===== src/rtl/strided_buf_pkg.sv =====
`default_nettype none
// ============================================================================
// Module      : strided_buf_pkg
// Description : Shared definitions for the strided, banked activation buffer:
//               shape-word field layout, bank depth and the read-scheduler
//               FSM state encoding.
// Revision    : 1.0 - initial release
// ============================================================================
package strided_buf_pkg;

    // Shape word layout: [8:0]=w, [17:9]=h, [24:18]=n_c
    localparam int W_LSB      = 0;
    localparam int W_BITS     = 9;
    localparam int H_LSB      = 9;
    localparam int H_BITS     = 9;
    localparam int NC_LSB     = 18;
    localparam int NC_BITS    = 7;
    localparam int SHAPE_BITS = 25;

    localparam int N_BUF_ENTRIES = 512;

    // Column-group index width: ceil(511/N_BUF_X) fits in 7 bits for N_BUF_X>=5
    localparam int XQ_BITS = 7;

    typedef enum logic [1:0] {
        IDLE  = 2'd0,
        LOAD  = 2'd1,
        ISSUE = 2'd2,
        DRAIN = 2'd3
    } rd_state_e;

    localparam logic [1:0] ST_IDLE  = IDLE;
    localparam logic [1:0] ST_LOAD  = LOAD;
    localparam logic [1:0] ST_ISSUE = ISSUE;
    localparam logic [1:0] ST_DRAIN = DRAIN;

endpackage
`default_nettype wire


===== src/rtl/strided_rd_lane_mask.sv =====
`default_nettype none
// ============================================================================
// Module      : strided_rd_lane_mask
// Description : Combinational lane mask for one column group. All lanes are
//               valid except on the last group, where only the lanes that
//               still fall inside the tile width are set.
// Ports       : w        in  tile width
//               xq       in  column-group index
//               n_xq     in  number of column groups (ceil(w/N_BUF_X))
//               lane_msk out valid-lane mask, bit i = bank i
// Revision    : 1.0 - initial release
// ============================================================================
module strided_rd_lane_mask
    import strided_buf_pkg::*;
#(
    parameter int N_BUF_X = 5
) (
    input  logic [W_BITS-1:0]  w,
    input  logic [XQ_BITS-1:0] xq,
    input  logic [XQ_BITS-1:0] n_xq,
    output logic [N_BUF_X-1:0] lane_msk
);

    logic [15:0] x0;
    logic [15:0] rem;

    always_comb begin
        x0       = 16'(xq) * 16'(N_BUF_X);
        rem      = 16'(w) - x0;
        lane_msk = '1;
        if (xq == n_xq - XQ_BITS'(1)) begin
            for (int i = 0; i < N_BUF_X; i++) begin
                lane_msk[i] = (16'(i) < rem);
            end
        end
    end

endmodule
`default_nettype wire


===== src/rtl/strided_buffer_rd_sched.sv =====
`default_nettype none
// ============================================================================
// Module      : strided_buffer_rd_sched
// Description : Read-side scheduler for the strided, banked activation
//               buffer. Counts completed tiles from the writer toggle, then
//               issues one linear bank address per cycle for each tile in
//               (c, y, xq) order with c fastest. Valid, lane mask and last
//               are delayed by RD_LAT to line up with BRAM read data.
// Ports       : clk, rstn (sync, active-low), clr (sync soft clear)
//               shape    in  [8:0]=w [17:9]=h [24:18]=n_c, sampled at tile start
//               tog      in  writer tile-complete toggle
//               out_rdy  in  consumer credit at issue time
//               rdaddr   out per-bank read address (all lanes equal)
//               rd_vld   out bank data valid
//               lane_msk out valid lanes of the beat
//               last     out final beat of the tile
//               busy     out FSM not idle
//               err_ovf  out sticky: tile arrived with two already pending
//               out_stall_cnt/tile_cnt out (only with STRIDED_RD_SCHED_PERF_EN)
// Config      : STRIDED_RD_SCHED_PERF_EN adds stall and tile counters.
// Revision    : 1.0 - initial release
// ============================================================================
module strided_buffer_rd_sched
    import strided_buf_pkg::*;
#(
    parameter int N_BUF_X    = 5,
    parameter int B_BUF_ADDR = 9,
    parameter int B_COORD    = 8,
    parameter int RD_LAT     = 2
) (
    input  logic                           clk,
    input  logic                           rstn,
    input  logic                           clr,
    input  logic [SHAPE_BITS-1:0]          shape,
    input  logic                           tog,
    input  logic                           out_rdy,
    output logic [B_BUF_ADDR*N_BUF_X-1:0]  rdaddr,
    output logic                           rd_vld,
    output logic [N_BUF_X-1:0]             lane_msk,
    output logic                           last,
    output logic                           busy,
    output logic                           err_ovf
`ifdef STRIDED_RD_SCHED_PERF_EN
    ,
    output logic [31:0]                    out_stall_cnt,
    output logic [15:0]                    tile_cnt
`endif
);

    // The w/h shape fields are one bit wider than the nominal coordinate width
    localparam int COORD_BITS = B_COORD + 1;

    localparam logic [W_BITS-1:0] NX_W    = W_BITS'(N_BUF_X);
    localparam logic [2:0]        DR_LAST = 3'(RD_LAT - 1);

    logic [1:0]             state;
    logic                   tog_d;
    logic [1:0]             pending;
    logic [B_BUF_ADDR-1:0]  base;
    logic [B_BUF_ADDR-1:0]  addr;
    logic [W_BITS-1:0]      w_r;
    logic [COORD_BITS-1:0]  h_r;
    logic [NC_BITS-1:0]     nc_r;
    logic [W_BITS-1:0]      rem;
    logic [XQ_BITS-1:0]     nxq;
    logic [NC_BITS-1:0]     c_cnt;
    logic [COORD_BITS-1:0]  y_cnt;
    logic [XQ_BITS-1:0]     xq_cnt;
    logic [2:0]             dcnt;

    logic [RD_LAT-1:0]      vld_p;
    logic [RD_LAT-1:0]      last_p;
    logic [N_BUF_X-1:0]     msk_p [RD_LAT];

    logic [N_BUF_X-1:0]     cur_msk;
    logic                   arrival;
    logic                   issue;
    logic                   c_last;
    logic                   y_last;
    logic                   xq_last;
    logic                   tile_last;
    logic                   skip;
    logic                   finish;
    logic                   start;

    assign arrival   = tog ^ tog_d;
    assign issue     = (state == ST_ISSUE) && out_rdy;
    assign c_last    = (c_cnt == nc_r - NC_BITS'(1));
    assign y_last    = (y_cnt == h_r - COORD_BITS'(1));
    assign xq_last   = (xq_cnt == nxq - XQ_BITS'(1));
    assign tile_last = issue && c_last && y_last && xq_last;
    assign skip      = (state == ST_LOAD) &&
                       ((w_r == '0) || (h_r == '0) || (nc_r == '0));
    assign finish    = tile_last || skip;
    // A new tile may start from IDLE or straight out of a completed DRAIN
    assign start     = (pending != 2'd0) &&
                       ((state == ST_IDLE) ||
                        ((state == ST_DRAIN) && (dcnt == DR_LAST)));

    strided_rd_lane_mask #(
        .N_BUF_X (N_BUF_X)
    ) u_lane_mask (
        .w        (w_r),
        .xq       (xq_cnt),
        .n_xq     (nxq),
        .lane_msk (cur_msk)
    );

    always_ff @(posedge clk) begin
        if (!rstn || clr) begin
            state   <= ST_IDLE;
            tog_d   <= tog;       // reset-time level is not a tile edge
            pending <= '0;
            err_ovf <= 1'b0;
            base    <= '0;
            addr    <= '0;
            w_r     <= '0;
            h_r     <= '0;
            nc_r    <= '0;
            rem     <= '0;
            nxq     <= '0;
            c_cnt   <= '0;
            y_cnt   <= '0;
            xq_cnt  <= '0;
            dcnt    <= '0;
        end else begin
            tog_d <= tog;

            // Arrival and finish in the same cycle cancel out
            if (arrival && !finish) begin
                if (pending == 2'd2) begin
                    err_ovf <= 1'b1;
                end else begin
                    pending <= pending + 2'd1;
                end
            end else if (finish && !arrival) begin
                pending <= pending - 2'd1;
            end

            if (start) begin
                w_r   <= shape[W_LSB +: W_BITS];
                h_r   <= shape[H_LSB +: COORD_BITS];
                nc_r  <= shape[NC_LSB +: NC_BITS];
                rem   <= shape[W_LSB +: W_BITS];
                nxq   <= '0;
                state <= ST_LOAD;
            end else begin
                case (state)
                    ST_LOAD: begin
                        if (skip) begin
                            state <= ST_IDLE;
                        end else if (rem > NX_W) begin
                            // ceil(w/N_BUF_X) by repeated subtraction
                            rem <= rem - NX_W;
                            nxq <= nxq + XQ_BITS'(1);
                        end else begin
                            nxq    <= nxq + XQ_BITS'(1);
                            c_cnt  <= '0;
                            y_cnt  <= '0;
                            xq_cnt <= '0;
                            addr   <= base;
                            state  <= ST_ISSUE;
                        end
                    end
                    ST_ISSUE: begin
                        if (issue) begin
                            addr <= addr + B_BUF_ADDR'(1);
                            if (c_last) begin
                                c_cnt <= '0;
                                if (y_last) begin
                                    y_cnt  <= '0;
                                    xq_cnt <= xq_cnt + XQ_BITS'(1);
                                end else begin
                                    y_cnt <= y_cnt + COORD_BITS'(1);
                                end
                            end else begin
                                c_cnt <= c_cnt + NC_BITS'(1);
                            end
                            if (tile_last) begin
                                // Next tile starts right after the last address
                                base  <= addr + B_BUF_ADDR'(1);
                                dcnt  <= '0;
                                state <= ST_DRAIN;
                            end
                        end
                    end
                    ST_DRAIN: begin
                        if (dcnt == DR_LAST) begin
                            state <= ST_IDLE;
                        end else begin
                            dcnt <= dcnt + 3'd1;
                        end
                    end
                    default: begin
                        state <= ST_IDLE;
                    end
                endcase
            end
        end
    end

    // Beat qualifiers travel alongside the BRAM read latency
    always_ff @(posedge clk) begin
        if (!rstn || clr) begin
            vld_p  <= '0;
            last_p <= '0;
            for (int i = 0; i < RD_LAT; i++) begin
                msk_p[i] <= '0;
            end
        end else begin
            vld_p[0]  <= issue;
            last_p[0] <= tile_last;
            msk_p[0]  <= issue ? cur_msk : '0;
            for (int i = 1; i < RD_LAT; i++) begin
                vld_p[i]  <= vld_p[i-1];
                last_p[i] <= last_p[i-1];
                msk_p[i]  <= msk_p[i-1];
            end
        end
    end

    assign rdaddr   = {N_BUF_X{addr}};
    assign rd_vld   = vld_p[RD_LAT-1];
    assign last     = last_p[RD_LAT-1];
    assign lane_msk = msk_p[RD_LAT-1];
    assign busy     = (state != ST_IDLE);

`ifdef STRIDED_RD_SCHED_PERF_EN
    always_ff @(posedge clk) begin
        if (!rstn || clr) begin
            out_stall_cnt <= '0;
            tile_cnt      <= '0;
        end else begin
            if ((state == ST_ISSUE) && !out_rdy) begin
                out_stall_cnt <= out_stall_cnt + 32'd1;
            end
            if (finish) begin
                tile_cnt <= tile_cnt + 16'd1;
            end
        end
    end
`endif

endmodule
`default_nettype wire

===== config.mk =====
export PLATFORM = sky130hd
export DESIGN_NAME = strided_buffer_rd_sched
export DESIGN_NICKNAME = d
export VERILOG_FILES = /design/src/rtl/strided_buf_pkg.sv /design/src/rtl/strided_rd_lane_mask.sv /design/src/rtl/strided_buffer_rd_sched.sv
export SDC_FILE = /design/constraint.sdc
export NUM_CORES = 1
export LEC_CHECK = 0
export BUFFER_PORTS_ARGS = -buffer_cell sky130_fd_sc_hd__buf_4
export CAP_MARGIN = 20
export CORE_ASPECT_RATIO = 2
export CORE_MARGIN = 3
export CORE_UTILIZATION = 45
export CTS_BUF_LIST = sky130_fd_sc_hd__clkbuf_8
export DETAILED_ROUTE_END_ITERATION = 16
export PLACE_DENSITY = 0.68
export SYNTH_ARGS = -nofsm -noshare
export SYNTH_HDL_FRONTEND = slang
export SYNTH_SLANG_ARGS = --single-unit

===== constraint.sdc =====
create_clock -name clk -period 8.5 [get_ports clk]
set_input_delay 1.275 -clock clk [delete_from_list [all_inputs] [get_ports clk]]
set_output_delay 1.275 -clock clk [all_outputs]
set_load 0.005 [all_outputs]

# After elaboration in Yosys (flattened, before gate mapping)
# Memory sizes are Yosys's and may differ from the RTL's.
# Cells that the tools add are included.
# classes
n_addsub,13
order_cmp,6
bitwise,5
n_reduce_logical,40
eq_ne,23
multipliers,1
n_mux,44
# ops
operator,count
9-bit 2-to-1 mux,12
7-bit 2-to-1 mux,7
9-bit case mux with 2 select lines,2
"1-bit by 16-bit < comparator with 1-bit output, first input constant",2
"2-bit by 16-bit < comparator with 1-bit output, first input constant",2
7-bit case mux with 2 select lines,2
"7-bit by 1-bit adder with 7-bit output, second input constant",3
5-bit 2-to-1 mux,4
"9-bit by 1-bit adder with 9-bit output, second input constant",2
9-bit zero test,2
"3-bit by 16-bit < comparator with 1-bit output, first input constant",1
2-bit 2-to-1 mux,8
"2-bit != test, second input constant",8
7-bit == test,2
2-bit nonzero test,7
"7-bit by 1-bit subtractor with 7-bit output, second input constant",2
4-bit AND reduction,3
9-bit by 10-bit subtractor with 11-bit output,1
"7-bit by 3-bit multiplier with 10-bit output, second input constant",1
5-bit AND reduction,2
9-bit == test,1
"9-bit by 3-bit greater-than comparator with 1-bit output, second input constant",1
1-bit logical AND,9
3-bit 2-to-1 mux,3
other kinds (27),45
# word_totals
reg_bits,95
n_memories,1
mem_bits_rw,10
word_cells,151
# mem_list
name,depth,word_bits,rd,rd_ports_with_merged_regs,wr,line_no,rtl
msk_p,2,5,2,0,2,strided_buffer_rd_sched.sv:73,logic [N_BUF_X-1:0] msk_p [RD_LAT];

# Depth between registers and ports, before layout
# Gate-level depths: netlist of run 1.
# depth
depth_word,10
ltp_mapped,14
depth_no_buf,12

# Cells and area by module
# Synthesis of run 1 repeated with hierarchy kept, for this count alone.
# hier_totals
cells_unflattened,814
hier_area_um2,6691.4
# modules_own_cells
module,area_per_inst_um2,seq_area_each_um2,cells_each,instances
strided_buffer_rd_sched,5733.0,2102.0,693,1
strided_rd_lane_mask,958.4,0.0,121,1

# Worst setup path after synthesis of run 1
# Ideal clock, no wire load.
# synth_path
kind,register to register
start,register nxq[0]
end,register dcnt[2]
path_stages_with_launch,13
t_arrival_ps,2883
setup_slack_ps,5501
setup_ps,116
n_path_buf,2
cell_sequence,dfxtp_1 -> clkbuf_1 -> inv_1 -> ha_1 -> clkbuf_1 -> o21ba_2 -> a221oi_1 -> a41oi_1 -> or3_1 -> o41a_1 -> a2111oi_4 -> a21oi_1 -> a31o_1
# synth_between
elab_chain_cells,5
# synth_lines
element,line_no,rtl
"start, declared",strided_buffer_rd_sched.sv:65,logic [XQ_BITS-1:0] nxq;
"start signal, assigned",strided_buffer_rd_sched.sv:155,nxq <= nxq + XQ_BITS'(1);
"start signal, assigned",strided_buffer_rd_sched.sv:157,nxq <= nxq + XQ_BITS'(1);
7-bit by 1-bit subtractor with 7-bit output,strided_buffer_rd_sched.sv:90,assign xq_last = (xq_cnt == nxq - XQ_BITS'(1));
7-bit == test,strided_buffer_rd_sched.sv:90,
1-bit logical AND,strided_buffer_rd_sched.sv:91,assign tile_last = issue && c_last && y_last && xq_last;
2-bit != test (no source line),-,
5-bit AND reduction (no source line),-,
"end signal, assigned",strided_buffer_rd_sched.sv:191,dcnt <= dcnt + 3'd1;
"end, declared",strided_buffer_rd_sched.sv:69,logic [2:0] dcnt;
# No other way between the ends.
# A chain may end at the register's enable or synchronous reset.

# Worst setup path after layout of run 1
# layout_path
start,register state[0]
end,register xq_cnt[6]
# layout_between
elab_chain_cells,6
# layout_lines
element,line_no,rtl
"start, declared",strided_buffer_rd_sched.sv:56,logic [1:0] state;
"start signal, assigned",strided_buffer_rd_sched.sv:111,state <= ST_IDLE;
"start signal, assigned",strided_buffer_rd_sched.sv:146,state <= ST_LOAD;
"start signal, assigned",strided_buffer_rd_sched.sv:151,state <= ST_IDLE;
2-bit == test,strided_buffer_rd_sched.sv:98,((state == ST_DRAIN) && (dcnt == DR_LAST)));
1-bit logical AND,strided_buffer_rd_sched.sv:98,
1-bit logical OR,strided_buffer_rd_sched.sv:97,((state == ST_IDLE) ||
1-bit logical AND,strided_buffer_rd_sched.sv:96,assign start = (pending != 2'd0) &&
1-bit NOT (no source line),-,
7-bit AND reduction (no source line),-,
"end signal, assigned",strided_buffer_rd_sched.sv:172,xq_cnt <= xq_cnt + XQ_BITS'(1);
"end, declared",strided_buffer_rd_sched.sv:68,logic [XQ_BITS-1:0] xq_cnt;
# Parallel ways exist; a longest one is shown, timed or not.

==> summary.md, run 1 <==
| Metric | Value |
|---|---|
| Outcome | `finished, final reports clean` |
| Starting Density | `0.465` |
| Number of vias per cell after detailed routing | `5.21` |
| DRC violation total after the first TritonRoute iteration | `258` |
| Final GP Congestion | `0.812` |
| Final-report hold violation count | `0` |
| Ports | `84` |
| Grt ovf | `0` |
| Switching portion of total power | `0.257` |
| Signed area change from the synthesized netlist to the final layout | `10.5%` |
| Via count of the first global-routing pass | `4,878` |
| Clock root buffer master | `clkbuf_8` |
| Biggest area contributors in the synthesized netlist | `dfxtp_1, ha_1, nand2_1, xnor2_1, a21oi_1` |
| Setup fix buffers added after clock tree synthesis | `0` |
| Warnings from Yosys | `0` |
| Largest vdd supply drop | `0.0789 mV` |
| Required time of the critical path | `8.81 ns` |
| Data arrival at the endpoint of the critical path | `4.31 ns` |
| DIE WIDTH | `90.0 µm` |
| Fmax | `250 MHz` |
| Number of nets in the synthesized netlist | `841` |
| Reported net switching power | `230 µW` |
| Placed Cells incl. Taps | `972` |
| Wire length of the first global-routing pass | `23,000 µm` |
| Number of buffers created by CTS | `9` |
| Post-route minimum period | `4.01 ns` |
| Max_cap viols | `0` |
| Clock Sink Count | `105` |
| Post-cts resize count | `0` |
| Max transition margin | `0.447` |
| Standard-cell row count | `60` |
| CTS HTree Levels | `3` |
| Power share of the combinational group | `0.081` |
| Post-synthesis instance total | `773` |
| Post-cts hold buffer count | `0` |
| Number of synthesized flops with an enable pin | `0` |
| Leakage power figure | `0.00265 µW` |
| Slowest stage cell, crit path | `clkinv_1` |
| Post-synthesis sequential element count | `105` |
| Number of optimization iterations in the first detailed-route pass | `4` |
| Final Power | `895 µW` |
| Type of the worst min-delay path | `flop to flop` |
| DRC Markers | `0` |
| Int Power | `666 µW` |
| Count of final setup violators | `0` |
| Port Buf Inserts | `83` |
| Crit-path cells | `inv_1, ha_1, clkinv_1, o22ai_1, nand3_1, a21o_1, or4_1, a21oi_1` |
| Portion of total power attributed to the clock network | `0.358` |
| Routed Wire Length | `13,900 µm` |
| Number of antenna-violating nets in the routed design | `0` |
| Register area share after synthesis | `0.331` |
| Total negative slack for setup checks | `0 ns` |
| Post-synthesis async set-or-reset flop share | `0` |
| Clock latency of the later-clocked register in the worst-skew pair | `0.38 ns` |
| Routed vias | `5,155` |
| Ratio of cells with drive above 1 in the final layout | `0.156` |
| Die extent in y | `174 µm` |
| Setup repair after global routing missed its margin | `false` |
| Final Hold Slack | `0.439 ns` |
| Area of the core | `13,700 µm²` |
| Post-detailed-placement half-perimeter wirelength | `10,500 µm` |
| Number of diodes | `0` |
| Startpoint kind of the worst setup timing path | `flop` |
| Overall die area | `15,700 µm²` |
| Number of antenna violations at the first check in global routing | `0` |
| Worst Setup Path Type | `flop to flop` |
| Biggest cell delay along the critical path | `0.73 ns` |
| Average wire per standard cell | `14.1 µm` |
| Layout Skew | `0.0102 ns` |
| Type of element capturing the critical path | `flop` |
| Number of standard cells in the layout, taps in and fillers out | `989` |
| Maximum number of pins on one net before global-route repair | `63` |
| PwrDens | `128 nW/µm²` |
| Final Max Slew Viols | `0` |
| Mean Syn Cell Area | `8.22 µm²` |
| Clock tree buffer depth | `2` |
| Most used DFF post-synth | `dfxtp_1` |
| TritonCTS clock tree | `yes` |
| Fraction of post-synthesis cell area in the top cell type by area | `0.331` |
| Fin nets | `866` |
| Number of library cell types mapped by synthesis | `70` |
| Final critical-path share of the clock period | `0.471` |
| Register share of total power | `0.561` |
| Slew at the pin with the worst max-slew slack | `0.829 ns` |
| Synthesized cell area | `6350 µm²` |
| CTS clock-pin slew for the worst setup and hold paths | `0.11 ns` |
| Cell accounting for the most synthesized area | `dfxtp_1` |
| Maximum fanout along the worst path | `22` |
| Overall Global Routing Usage | `0.177` |
## Yosys cell counts, types with 2 or more instances
master / count
a31oi_1: 2
xor2_1: 28
a221oi_1: 2
a2111oi_0: 2
a311oi_1: 3
buf_4: 42
mux2i_1: 13
nor2_1: 73
or2_2: 2
xnor2_1: 37
nor4_1: 5
a211oi_2: 7
ha_1: 32
a21oi_1: 63
nand3_1: 19
o211ai_1: 5
nor3b_1: 4
a2111oi_4: 2
o21ai_0: 19
or3_1: 7
o22ai_1: 3
o311ai_0: 2
o21ba_2: 2
nand3b_1: 3
o31a_1: 2
o31ai_1: 5
nor3_1: 18
nand4b_1: 3
or4_1: 5
a211oi_1: 5
dfxtp_1: 105
fa_1: 6
and3_1: 5
o21a_1: 2
clkbuf_1: 29
nand2b_1: 10
and2_1: 11
nand2_1: 88
nand4_1: 16
inv_1: 53
nor2b_1: 4
## placed cells by master (no fill, tap or decap), types with 3 or more instances in the layout
master and instances:
o31ai_1 5, nand3_1 19, nand3b_1 3, dfxtp_1 105
nand2_1 88, nor2_1 73, or4_1 5, nor3_1 18
a311oi_1 3, o21ai_0 19, nor2b_1 4, a21oi_1 63
o211ai_1 5, ha_1 32, nand2b_1 9, mux2i_1 13
fa_1 6, inv_1 53, nand4_1 16, xor2_1 28
buf_4 86, nor3b_1 4, nand4b_1 3, nor4_1 5
a211oi_1 5, a211oi_2 7, and3_1 5, clkbuf_8 9
and2_1 11, xnor2_1 37, or3_1 7
## registers in the layout (all words and copies together) (netlist names), 9 cells and up
signal and flops:
addr 9, base 9, h_r 9, msk_p 10
rem 9, w_r 9, y_cnt 9
## metrics by stage
stage | instance area, µm² | setup WS (ns) | utilization
3_3_place_gp | 6800 | 4.64 | 0.498
2_1_floorplan | 6350 | 5.50 | -
4_1_cts | 7000 | 4.52 | 0.512
6_report | 7020 | 4.49 | 0.514
3_5_place_dp | 6800 | 4.53 | 0.498
5_1_grt | 7020 | 4.19 | 0.514
## power groups by stage
stage	sequential, µW	clock, µW	combinational (µW)
after floorplan	511	0	48.6
after global placement	513	0	71.7
after detailed placement	513	0	72.3
after CTS	502	329	72.5
after global routing	503	345	82.0
final	502	321	72.9
## per-layer routing
layer	global-route usage	routed length, µm	up-vias
li1	-	-	2646
met1	0.184	5420	2427
met2	0.353	7960	62
met3	0.0251	301	20
met4	0.0582	243	0
met5	0	0	-
## final cells by class
type	instances	area, µm²
Sequential cell	105	2100
Clock inverter	7	78.8
Inverter	54	203
Tap cell	186	233
Fill cell	1386	6650
Clock buffer	9	124
Timing Repair Buffer	87	661
Multi-Input combinational cell	541	3620
## cell families after synthesis
family	Yosys count	share of synthesized area
buffers and inverters	127	0.101
muxes	14	0.0223
and+or+nand+nor	280	0.214
xor gates and xnor gates	66	0.0932
adders and majority gates	38	0.0820
AOI/OAI and AO/OA	143	0.157
DFF	105	0.331
## worst max-delay path: cells and delay by family (launching register included)
family,cells,cell delay (ns)
compound gates,3,0.99
flops,1,0.35
fa+ha+maj,1,0.66
simple gates,2,1.11
buf+inv,2,0.82
## path summary, 6_finish.rpt
path | startpoint | endpoint | slack [ns] | cells past startpoint
worst min-delay path | msk_p[0][1]$_SDFF_PP0_ | msk_p[0][6]$_SDFF_PP0_ | 0.44 | 1
worst max-delay path | state[0]$_SDFFE_PP0P_ | xq_cnt[6]$_SDFFE_PP0P_ | 4.49 | 8
worst max register to register | state[0]$_SDFFE_PP0P_ | xq_cnt[6]$_SDFFE_PP0P_ | 4.49 | 8
worst min register to register | msk_p[0][1]$_SDFF_PP0_ | msk_p[0][6]$_SDFF_PP0_ | 0.44 | 1
Note: power is estimated with default switching activity, not from simulation.
==> inputs of run 2 (changes only) <==
clock period = 3.83 ns   (was 8.5 ns; I/O delays follow)
==> run 2 against run 1 <==
- critical path depth is 2 higher
- via count rose by 2.3%
- count of clock-buffer cells in the layout unchanged
- utilization increased by 0.57 points
- register-to-register slack worse by 4.0 ns
- clock power rose by 130%
- combinational power rose by 120%
- final cell count increased by 0.91%
- sequential share of layout area down 0.33 points
- worst hold slack lost 0.12 ns
- setup slack worse by 4.0 ns
- sequential power rose by 120%
==> summary.md, run 2 (synthesis results as in run 1) <==
| Metric | Value |
|---|---|
| Outcome | `finished, final reports clean` |
| CTS HTree Levels | `3` |
| Number of antenna-violating nets in the routed design | `0` |
| Placed Cells incl. Taps | `982` |
| Type of the worst min-delay path | `input port to flop` |
| Wire length of the first global-routing pass | `23,500 µm` |
| Final critical-path share of the clock period | `0.883` |
| Grt ovf | `0` |
| Via count of the first global-routing pass | `5,092` |
| Final Hold Slack | `0.315 ns` |
| Number of optimization iterations in the first detailed-route pass | `4` |
| Startpoint of the most critical setup path | `nxq[0]$_SDFFE_PP0P_` |
| Leakage power figure | `0.00270 µW` |
| Clock tree buffer depth | `2` |
| Highest-count cells in the layout ignoring fill and taps | `dfxtp_1, buf_4, nand2_1` |
| Number of vias per cell after detailed routing | `5.28` |
| Type of element capturing the critical path | `flop` |
| Post-detailed-placement half-perimeter wirelength | `10,700 µm` |
| Final Max Slew Viols | `0` |
| Final setup slack of the worst path | `0.447 ns` |
| Startpoint of the worst register-to-register path | `nxq[0]$_SDFFE_PP0P_` |
| CTS clock-pin slew for the worst setup and hold paths | `0.11 ns` |
| Final GP Congestion | `0.865` |
| Number of buffers created by CTS | `9` |
| Number of antenna violations at the first check in global routing | `0` |
| Final-report hold violation count | `0` |
| Startpoint kind of the worst setup timing path | `flop` |
| Ports | `84` |
| DRC violation total after the first TritonRoute iteration | `255` |
| Number of diodes | `0` |
| Largest vdd supply drop | `0.233 mV` |
| Maximum number of pins on one net before global-route repair | `46` |
| Number of flip-flops under the largest register name | `10` |
| Clock Sink Count | `105` |
| Hold path startpoint | `tog` |
| Port Buf Inserts | `83` |
| DIE WIDTH | `90.0 µm` |
| Slew at the pin with the worst max-slew slack | `0.822 ns` |
| Clock root buffer master | `clkbuf_8` |
| DRC Markers | `0` |
| Worst setup slack before clock tree synthesis | `0.501 ns` |
| Ratio of cells with drive above 1 in the final layout | `0.165` |
| Worst Setup Path Type | `flop to flop` |
| Fin nets | `875` |
| Number of standard cells in the layout, taps in and fillers out | `998` |
| Setup fix buffers added after clock tree synthesis | `0` |
| Fmax | `296 MHz` |
| Post-cts resize count | `0` |
| Count of final setup violators | `0` |
| Area of the core | `13,700 µm²` |
| Setup repair after global routing missed its margin | `false` |
| Max transition margin | `0.452` |
| Signed area change from the synthesized netlist to the final layout | `11.7%` |
| Layout Skew | `0.0127 ns` |
| Standard-cell row count | `60` |
| PwrDens | `284 nW/µm²` |
| Overall Global Routing Usage | `0.181` |
| Total negative slack for setup checks | `0 ns` |
| Max_cap viols | `0` |
| Post-cts hold buffer count | `0` |
| Required time of the critical path | `4.07 ns` |
| Post-route minimum period | `3.38 ns` |
| Average wire per standard cell | `14.0 µm` |
| Most frequent standard cell in the layout excluding fill and tap cells | `dfxtp_1` |
| Clock latency of the later-clocked register in the worst-skew pair | `0.38 ns` |
| Overall die area | `15,700 µm²` |
| Die extent in y | `174 µm` |
| Starting Density | `0.465` |
| Routed Wire Length | `14,000 µm` |
| Register with the most flip-flops | `msk_p` |
| Routed vias | `5,272` |
| Maximum fanout along the worst path | `14` |
| TritonCTS clock tree | `yes` |
| Data arrival at the endpoint of the critical path | `3.62 ns` |
[run 2: critical path, stage by stage (launching register included)]
cell,delay (ns)
dfxtp_1,0.55
inv_1,0.11
ha_1,0.31
o21ba_2,0.23
a221oi_1,0.28
a41oi_1,0.10
or3_1,0.46
nor4_2,0.28
and2_1,0.60
mux2i_1,0.27
nor2_1,0.05
[run 2: area by class of cell]
cell class / count / area, µm²
Tap cell: 186 / 233
Sequential cell: 105 / 2100
Inverter: 54 / 203
Multi-Input combinational cell: 541 / 3620
Clock buffer: 9 / 124
Clock inverter: 7 / 96.3
Fill cell: 1378 / 6570
Timing Repair Buffer: 96 / 721
[run 2: path summary, 6_finish.rpt]
| path | endpoint | slack, ns | depth (start not counted) |
|---|---|---|---|
| worst max-delay path | base[8]$_SDFFE_PP0P_ | 0.45 | 10 |
| worst min-delay path | tog_d$_DFF_P_ | 0.31 | 1 |
| worst max register to register | base[8]$_SDFFE_PP0P_ | 0.45 | 10 |
| worst min register to register | msk_p[0][6]$_SDFF_PP0_ | 0.43 | 1 |
[run 2: per-stage QoR]
stage	total power, µW	cell area [µm²]	utilization
after CTS	2050	7090	0.519
after floorplan	1240	6350	-
after global placement	1300	6870	0.503
after global routing	2110	7090	0.519
after detailed placement	1300	6870	0.503
final	2020	7090	0.519
[run 2: routing by layer]
layer / routed length (µm) / GRT usage / up-vias
met2: 7940 / 0.357 / 85
met5: 0 / 0 / -
met3: 369 / 0.0273 / 26
met4: 365 / 0.0793 / 0
li1: - / - / 2666
met1: 5340 / 0.181 / 2495
[run 2: power by group]
| part | internal, µW | switching (µW) | leakage, µW |
|---|---|---|---|
| clock network | 323 | 420 | 0.000108 |
| logic | 65.2 | 94.3 | 0.00175 |
| registers | 1100 | 12.3 | 0.000847 |
